[config.mk]
export PLATFORM = sky130hd
export DESIGN_NAME = calc_ctrl_unit_p
export DESIGN_NICKNAME = d
export VERILOG_FILES = /design/src/rtl/calc_ctrl_unit_p.sv
export SDC_FILE = /design/constraint.sdc
export NUM_CORES = 1
export LEC_CHECK = 0
export CAP_MARGIN = 0
export CORE_ASPECT_RATIO = 1.4
export CORE_MARGIN = 4
export CORE_UTILIZATION = 45
export DETAILED_ROUTE_END_ITERATION = 10
export GPL_TIMING_DRIVEN = 1
export PLACE_DENSITY = 0.85
export RECOVER_POWER = 25
export SLEW_MARGIN = 20
export SYNTH_ARGS = -nofsm -noshare
export SYNTH_HDL_FRONTEND = slang
export SYNTH_SLANG_ARGS = --single-unit
[constraint.sdc]
create_clock -name i_clk -period 4.8 [get_ports i_clk]
set_clock_uncertainty 0.05 [all_clocks]
set_input_delay 0.96 -clock i_clk [delete_from_list [all_inputs] [get_ports i_clk]]
set_output_delay 0.96 -clock i_clk [all_outputs]
set_load 0.03 [all_outputs]
[src/rtl/calc_ctrl_unit_p.sv]
// calc_ctrl_unit_p: calculator control unit; sequences operand loads,
// single/multi-cycle ALU ops (start/done + timeout), chain mode, readout.
// Ports: i_clk, i_rst (async, active-high), i_go, i_op, i_chain, i_alu_done;
//   o_we/o_wa, o_rea/o_reb/o_raa/o_rab, o_s1, o_c, o_s2, o_alu_start,
//   o_done, o_err, o_busy, o_cs (debug state code).
module calc_ctrl_unit_p #(
  parameter int ADDR_W = 2,
  parameter int OP_W = 3,
  parameter logic [2**OP_W-1:0] MULTI_MASK = 'hF0,
  parameter int TIMEOUT = 16,
  parameter int REG_A = 1,
  parameter int REG_B = 2,
  parameter int REG_R = 3
) (
  input  logic              i_clk,
  input  logic              i_rst,
  input  logic              i_go,
  input  logic [OP_W-1:0]   i_op,
  input  logic              i_chain,
  input  logic              i_alu_done,
  output logic              o_we,
  output logic [ADDR_W-1:0] o_wa,
  output logic              o_rea,
  output logic              o_reb,
  output logic [ADDR_W-1:0] o_raa,
  output logic [ADDR_W-1:0] o_rab,
  output logic [1:0]        o_s1,
  output logic [OP_W-1:0]   o_c,
  output logic              o_s2,
  output logic              o_alu_start,
  output logic              o_done,
  output logic              o_err,
  output logic              o_busy,
  output logic [3:0]        o_cs
);

  typedef enum logic [3:0] {
    IDLE   = 4'd0,
    LOAD_A = 4'd1,
    LOAD_B = 4'd2,
    DECODE = 4'd3,
    EXEC   = 4'd4,
    MSTART = 4'd5,
    MWAIT  = 4'd6,
    MWRITE = 4'd7,
    DONE   = 4'd8,
    ERR    = 4'd9
  } state_t;

  localparam int CW = $clog2(TIMEOUT);
  localparam logic [CW-1:0] CNT_LAST = CW'(TIMEOUT - 1);
  localparam logic [ADDR_W-1:0] AA = ADDR_W'(REG_A);
  localparam logic [ADDR_W-1:0] AB = ADDR_W'(REG_B);
  localparam logic [ADDR_W-1:0] AR = ADDR_W'(REG_R);

  state_t            r_cs, w_ns;
  logic [OP_W-1:0]   r_op, w_op;
  logic              r_chain, w_chain;
  logic [CW-1:0]     r_cnt, w_cnt;
  logic              r_res, w_res;

  logic              w_we, w_rea, w_reb, w_s2;
  logic              w_start, w_done, w_err;
  logic [ADDR_W-1:0] w_wa, w_raa, w_rab;
  logic [1:0]        w_s1;
  logic [OP_W-1:0]   w_c;

  always_comb begin
    w_ns    = r_cs;
    w_op    = r_op;
    w_chain = r_chain;
    w_cnt   = r_cnt;
    w_res   = r_res;
    case (r_cs)
      IDLE: if (i_go) begin
        if (i_chain && r_res) begin
          w_ns    = LOAD_B;
          w_chain = 1'b1;
        end else begin
          w_ns    = LOAD_A;
          w_chain = 1'b0;
        end
      end
      LOAD_A: w_ns = LOAD_B;
      LOAD_B: w_ns = DECODE;
      DECODE: begin
        w_op = i_op;
        w_ns = MULTI_MASK[i_op] ? MSTART : EXEC;
      end
      EXEC: w_ns = DONE;
      MSTART: begin
        w_cnt = '0;
        w_ns  = MWAIT;
      end
      // alu_done takes priority over the timeout on the last cycle
      MWAIT: begin
        if (i_alu_done)             w_ns = MWRITE;
        else if (r_cnt == CNT_LAST) w_ns = ERR;
        else                        w_cnt = r_cnt + 1'b1;
      end
      MWRITE: w_ns = DONE;
      DONE: begin
        w_res = 1'b1;
        if (!i_go) w_ns = IDLE;
      end
      ERR: begin
        w_res = 1'b0;
        if (!i_go) w_ns = IDLE;
      end
      default: w_ns = IDLE;
    endcase
  end

  // Output decode of the next state, so registered outputs track r_cs
  always_comb begin
    w_we    = 1'b0;
    w_wa    = '0;
    w_rea   = 1'b0;
    w_reb   = 1'b0;
    w_raa   = '0;
    w_rab   = '0;
    w_s1    = 2'b01;
    w_c     = '0;
    w_s2    = 1'b0;
    w_start = 1'b0;
    w_done  = 1'b0;
    w_err   = 1'b0;
    case (w_ns)
      LOAD_A: begin
        w_s1 = 2'b11;
        w_wa = AA;
        w_we = 1'b1;
      end
      LOAD_B: begin
        w_s1 = 2'b10;
        w_wa = AB;
        w_we = 1'b1;
      end
      EXEC, MSTART, MWAIT, MWRITE: begin
        w_rea   = 1'b1;
        w_reb   = 1'b1;
        w_raa   = w_chain ? AR : AA;
        w_rab   = AB;
        w_c     = w_op;
        w_start = (w_ns == MSTART);
        if (w_ns == EXEC || w_ns == MWRITE) begin
          w_s1 = 2'b00;
          w_wa = AR;
          w_we = 1'b1;
        end
      end
      DONE: begin
        w_done = 1'b1;
        w_rea  = 1'b1;
        w_reb  = 1'b1;
        w_raa  = AR;
        w_rab  = AR;
        w_c    = w_op;
      end
      ERR: begin
        w_err = 1'b1;
        w_s2  = 1'b1;
      end
      default: ;
    endcase
  end

  always_ff @(posedge i_clk or posedge i_rst) begin
    if (i_rst) begin
      r_cs        <= IDLE;
      r_op        <= '0;
      r_chain     <= 1'b0;
      r_cnt       <= '0;
      r_res       <= 1'b0;
      o_we        <= 1'b0;
      o_wa        <= '0;
      o_rea       <= 1'b0;
      o_reb       <= 1'b0;
      o_raa       <= '0;
      o_rab       <= '0;
      o_s1        <= 2'b01;
      o_c         <= '0;
      o_s2        <= 1'b0;
      o_alu_start <= 1'b0;
      o_done      <= 1'b0;
      o_err       <= 1'b0;
      o_busy      <= 1'b0;
    end else begin
      r_cs        <= w_ns;
      r_op        <= w_op;
      r_chain     <= w_chain;
      r_cnt       <= w_cnt;
      r_res       <= w_res;
      o_we        <= w_we;
      o_wa        <= w_wa;
      o_rea       <= w_rea;
      o_reb       <= w_reb;
      o_raa       <= w_raa;
      o_rab       <= w_rab;
      o_s1        <= w_s1;
      o_c         <= w_c;
      o_s2        <= w_s2;
      o_alu_start <= w_start;
      o_done      <= w_done;
      o_err       <= w_err;
      o_busy      <= (w_ns != IDLE);
    end
  end

  assign o_cs = r_cs;

endmodule

Word-level counts from Yosys, hierarchy flattened:

Memories as Yosys holds them, arrays and structs flattened.
Cells that the tools add are included.

* register bits after elaboration: 30
* ROM bits: 8
* output and inout bits: 23
* memories kept: 1

Memories
* (no name shown): words 8, width 1, read ports 1, clocked after Yosys merged registers in 0, write ports 0, RTL line 88 `w_ns = MULTI_MASK[i_op] ? MSTART : EXEC;`

* add/subtract/negate cells: 1
* magnitude comparators: 1
* equal/unequal tests: 20
* mux-type cells: 30
* reduce and logical (&&, ||, !) cells: 12

Operators with widths (count)
* $eq 4x3->1 const B: 8
* $pmux 4 s8: 1
* $mux 4: 6
* $eq 4x4->1 const B: 5
* $eq 4x2->1 const B: 3
* $pmux 2 s3: 2
* $mux 1: 11
* $eq 4x1->1 const B: 2
* $pmux 2 s2: 2
* $pmux 4 s2: 1
* $mux 2: 3
* $mux 3: 2
* $reduce_or 2->1: 3
* $reduce_or 5->1: 1
* $add 4x1->4 const B: 1
* $logic_not 4->1: 1
* $lt 3x4->1 const B: 1
* $ne 2x2->1 const B: 2
* $pmux 1 s2: 2
* $reduce_bool 2->1: 2
* $reduce_bool 4->1: 1
* $reduce_or 4->1: 1
* $reduce_and 3->1: 1
* $logic_and 1x1->1: 1
* $logic_or 1x1->1: 1

Logic depth before layout (Yosys ltp):

* depth after elaboration: 8
* depth in mapped cells: 7

Worst setup path before layout:

Ideal clock, no wire load.

* path kind: input -> register
* start point: input port i_alu_done
* end point: register o_c[2]
* library setup time: 127 ps
* data arrival time: 1956 ps
* required time: 4623 ps
* slack: 2667 ps
* stages on the path: 5
* path buffers: 0
* cells stage by stage: a31oi_1 > or4b_4 > o211a_4 > a21oi_1 > o21ai_0

* longest elaborated chain between the ends: 5
* elaborated cells between the ends (all ways): 9
* those cells by class: eq/ne (5); mux (3); reduce/logical (1)

RTL lines
* start: declaration: RTL line 20 `input logic i_alu_done,`
* $mux 4 *: RTL line 97 `if (i_alu_done) w_ns = MWRITE;`
* $pmux 4 s8 *: RTL line 74 `case (r_cs)`
* $eq 4x3->1 or $eq 4x4->1 (tied branches): RTL line 128 `case (w_ns)`
* $reduce_or 5->1 (no source line) *
* $mux 3 *: RTL line 128
* net w_c[2]: RTL line 66 `logic [OP_W-1:0] w_c;`
* end signal: assignment: RTL line 201 `o_c <= w_c;`
* end: declaration: RTL line 28 `output logic [OP_W-1:0] o_c,`

Mark *: on every way through the listed nets, which the timed path passes. The rest lies on a longest branch.
A chain may end at the register's enable or synchronous reset.

Worst setup path in the final report:

* start point: register r_cs[0], in the netlist o_cs[0]
* end point: output port o_cs[0]

RTL lines
* start: declaration: RTL line 56 `state_t r_cs, w_ns;`
* start signal: assignment: RTL line 189 `r_cs <= w_ns;`
* end: declaration: RTL line 34 `output logic [3:0] o_cs`

No word-level cell between the ends.

==> summary.md <==
| Metric | Value |
|---|---|
| Gr busiest metal | met2 |
| Clk Latency, worst-skew pair | 0.33 ns |
| Die width | 53.7 um |
| Crit path max fanout | 16 |
| Vias per cell | 5.30 |
| Crit path kind | reg2out |
| CTS tree | built |
| Yosys top cell by area | dfrtp_1 |
| Post-CTS setup buffer count | 0 |
| Largest net degree at the start of global routing | 30 |
| Syn Nets | 131 |
| Initial cell density of the core | 0.487 |
| Hold Vio Cnt, Final | 0 |
| Die Span Y | 71.9 um |
| # resized after CTS | 0 |
| Sequential power share | 0.345 |
| Post-synth EDFFs | 0 |
| Status | complete, no violations |
| Per-cell routed wire length | 13.9 um |
| Crit path launch type | flop |
| Pint | 0.000725 W |
| CTS root buf | clkbuf_4 |
| Ys Warns | 0 |
| Total power | 0.00125 W |
| Global-route track usage on met1 | 0.174 |
| Final Max Slew Viols | 0 |
| Unique masters post-synth | 36 |
| Slew headroom | 0.314 |
| Power per cell area | 736 nW/um^2 |
| Vias in the first global route | 1038 |
| Worst Path Arrival | 1.77 ns |
| Post-synthesis sequential element count | 29 |
| Commonest cells after routing, fill and taps aside | clkdlybuf4s50_1 (29), dfrtp_1 (28), o21ai_0 (14) |
| Post-DRT Antenna Nets | 0 |
| Met3 Resource Use GR | 0.0513 |
| Cell Area, Synth | 1310 um^2 |
| Comb pwr share | 0.487 |
| Worst path max stage delay | 0.78 ns |
| Synth Instances | 122 |
| Worst Hold Class | reg2reg |
| FP Rows | 22 |
| Gp weighted congestion | 0.785 |
| DP Cell Count | 180 |
| First-pass GRT wire length | 4530 um |
| Hpwl dp | 2010 um |
| DR vias | 996 |
| Max-cap viol count | 0 |
| Net Switching | 0.000521 W |
| Leak pwr | 0.762 nW |
| Area Overhead vs Synth | 28.9% |
| Clock power frac | 0.168 |
| CTS max path bufs | 2 |
| Family with the most delay on the worst path | buffers and inverters |
| Final WL | 2620 um |
| Share of the synthesized area in the top cell type | 0.533 |
| Sink Count | 29 |
| Critical Path Sink Type | output port |
| Initial DRC count | 15 |
| Antenna Cells | 0 |
| Non-filler cells, final | 188 |
| CP Cell Sequence | clkdlybuf4s50_1 |
| CP max-delay cell | clkdlybuf4s50_1 |
| Met2 usage | 0.265 |
| Critical Path RT | 3.79 ns |
| Htree depth | 2 |
| Net Sw Frac | 0.418 |
| Final setup fails | 0 |
| Core area | 2700 um^2 |
| Num ports | 31 |
| Sequential area share after synthesis | 0.553 |
| Tmin final | 2.78 ns |
| First-pass DRT Iterations | 4 |
| RSZ-0062 raised after global routing | no |
| Antenna violations before repair | 0 |
| Fin nets | 160 |
| Synth top area cells | dfrtp_1 (53%), o21ai_0 (5.3%), inv_1 (2.6%) |
| Cts hold-fix bufs | 0 |
| Syn_area_per_cell | 10.8 um^2 |
| Overflow after GRT | 0 |
| Fmax | 359 MHz |
| Part of the cycle the worst path needs | 0.580 |
| Sum of negative setup slack | 0 ns |
| Fraction of layout cells with a size suffix above 1 | 0.125 |
| GR Util All Layers | 0.161 |
| Peak VDD IR | 0.000366 V |
| TritonCTS buffer count | 5 |
| Buffers on Ports | 30 |
| DRC viols | 0 |
| Share of synthesized flip-flops with an asynchronous set or reset | 1.00 |
| CP Buf/Inv Count | 1 |
| Clock Pin Slew Worst Setup and Hold Paths | 0.09 ns |
| Die area | 3860 um^2 |
| Commonest non-fill, non-tap cell in the layout | clkdlybuf4s50_1 |
| Worst Tran Pin Value | 1.03 ns |
| Dominant synthesized flop cell | dfrtp_1 |
[synth_stat cells, types with 2 or more instances]
cell type,number
nor3_1,3
nand2b_4,2
nand3b_1,3
nand3_1,3
inv_1,9
nand2_1,9
a31oi_1,4
dfrtp_1,28
a21oi_1,3
inv_2,2
buf_2,2
nand2b_1,3
o21ai_0,14
nor2_1,8
and2_1,2
buf_4,4
mux2i_1,3
and3_1,2
[flip-flops by register name (all words and copies together) (netlist names), 2 cells and up]
| signal | cells |
|---|---|
| r_op | 3 |
| o_wa | 2 |
| o_c | 3 |
| o_cs | 4 |
| o_s1 | 2 |
| o_raa | 2 |
| r_cnt | 4 |
[cell type report]
class,count,area (um^2)
fill,241,1000
sequential,29,727
multi-input combinational,74,490
timing repair buffer,30,300
clock buffer,6,51.3
tap,36,45.0
inverter,11,41.3
clock inverter,2,37.5
[routing by layer]
layer	part of all wire	wire [um]
met1	0.37	956
met5	0	0
met4	0.035	92
met2	0.54	1420
met3	0.058	152
[through the flow]
stage | area [um^2] | setup slack [ns] | util | hold slack (ns)
after floorplan | 1310 | 2.67 | - | 0.407
final | 1690 | 2.02 | 0.628 | 0.466
after global placement | 1600 | 2.05 | 0.595 | 0.437
after detailed placement | 1600 | 2.00 | 0.595 | 0.448
after CTS | 1690 | 2.00 | 0.628 | 0.472
after global routing | 1690 | 1.93 | 0.628 | 0.507
[power groups by stage]
stage          Clock, W  Sequential [W]  Combinational [W]
6_report       0.000209        0.000430           0.000606
5_1_grt        0.000226        0.000447           0.000661
4_1_cts        0.000213        0.000430           0.000614
3_5_place_dp          0        0.000436           0.000610
3_3_place_gp          0        0.000429           0.000596
2_1_floorplan         0        0.000518           0.000337
[cell families (layout without fill, tap and decap cells)]
logic type                 after synthesis  count (layout)  share of synthesized area
AOI/OAI and AO/OA                       30              30                      0.165
buffers and inverters                   19              49                     0.0733
muxes                                    3               3                     0.0229
DFF                                     29              29                      0.553
and+or+nand+nor                         40              40                      0.176
adders and majority gates                1               1                    0.00952
[final timing paths]
check / depth (start not counted) / end / startpoint / slack (ns)
max: 1 / o_cs[0] / o_cs[0] / 2.02
min: 2 / r_chain / r_chain / 0.47
max reg2reg: 6 / o_busy / r_cnt[0] / 2.73
min reg2reg: 2 / r_chain / r_chain / 0.47
max in group asynchronous: 2 / o_s1[1] / i_rst / 2.81
min in group asynchronous: 2 / r_op[2] / i_rst / 1.27
Power figures use the tool's default switching activity.
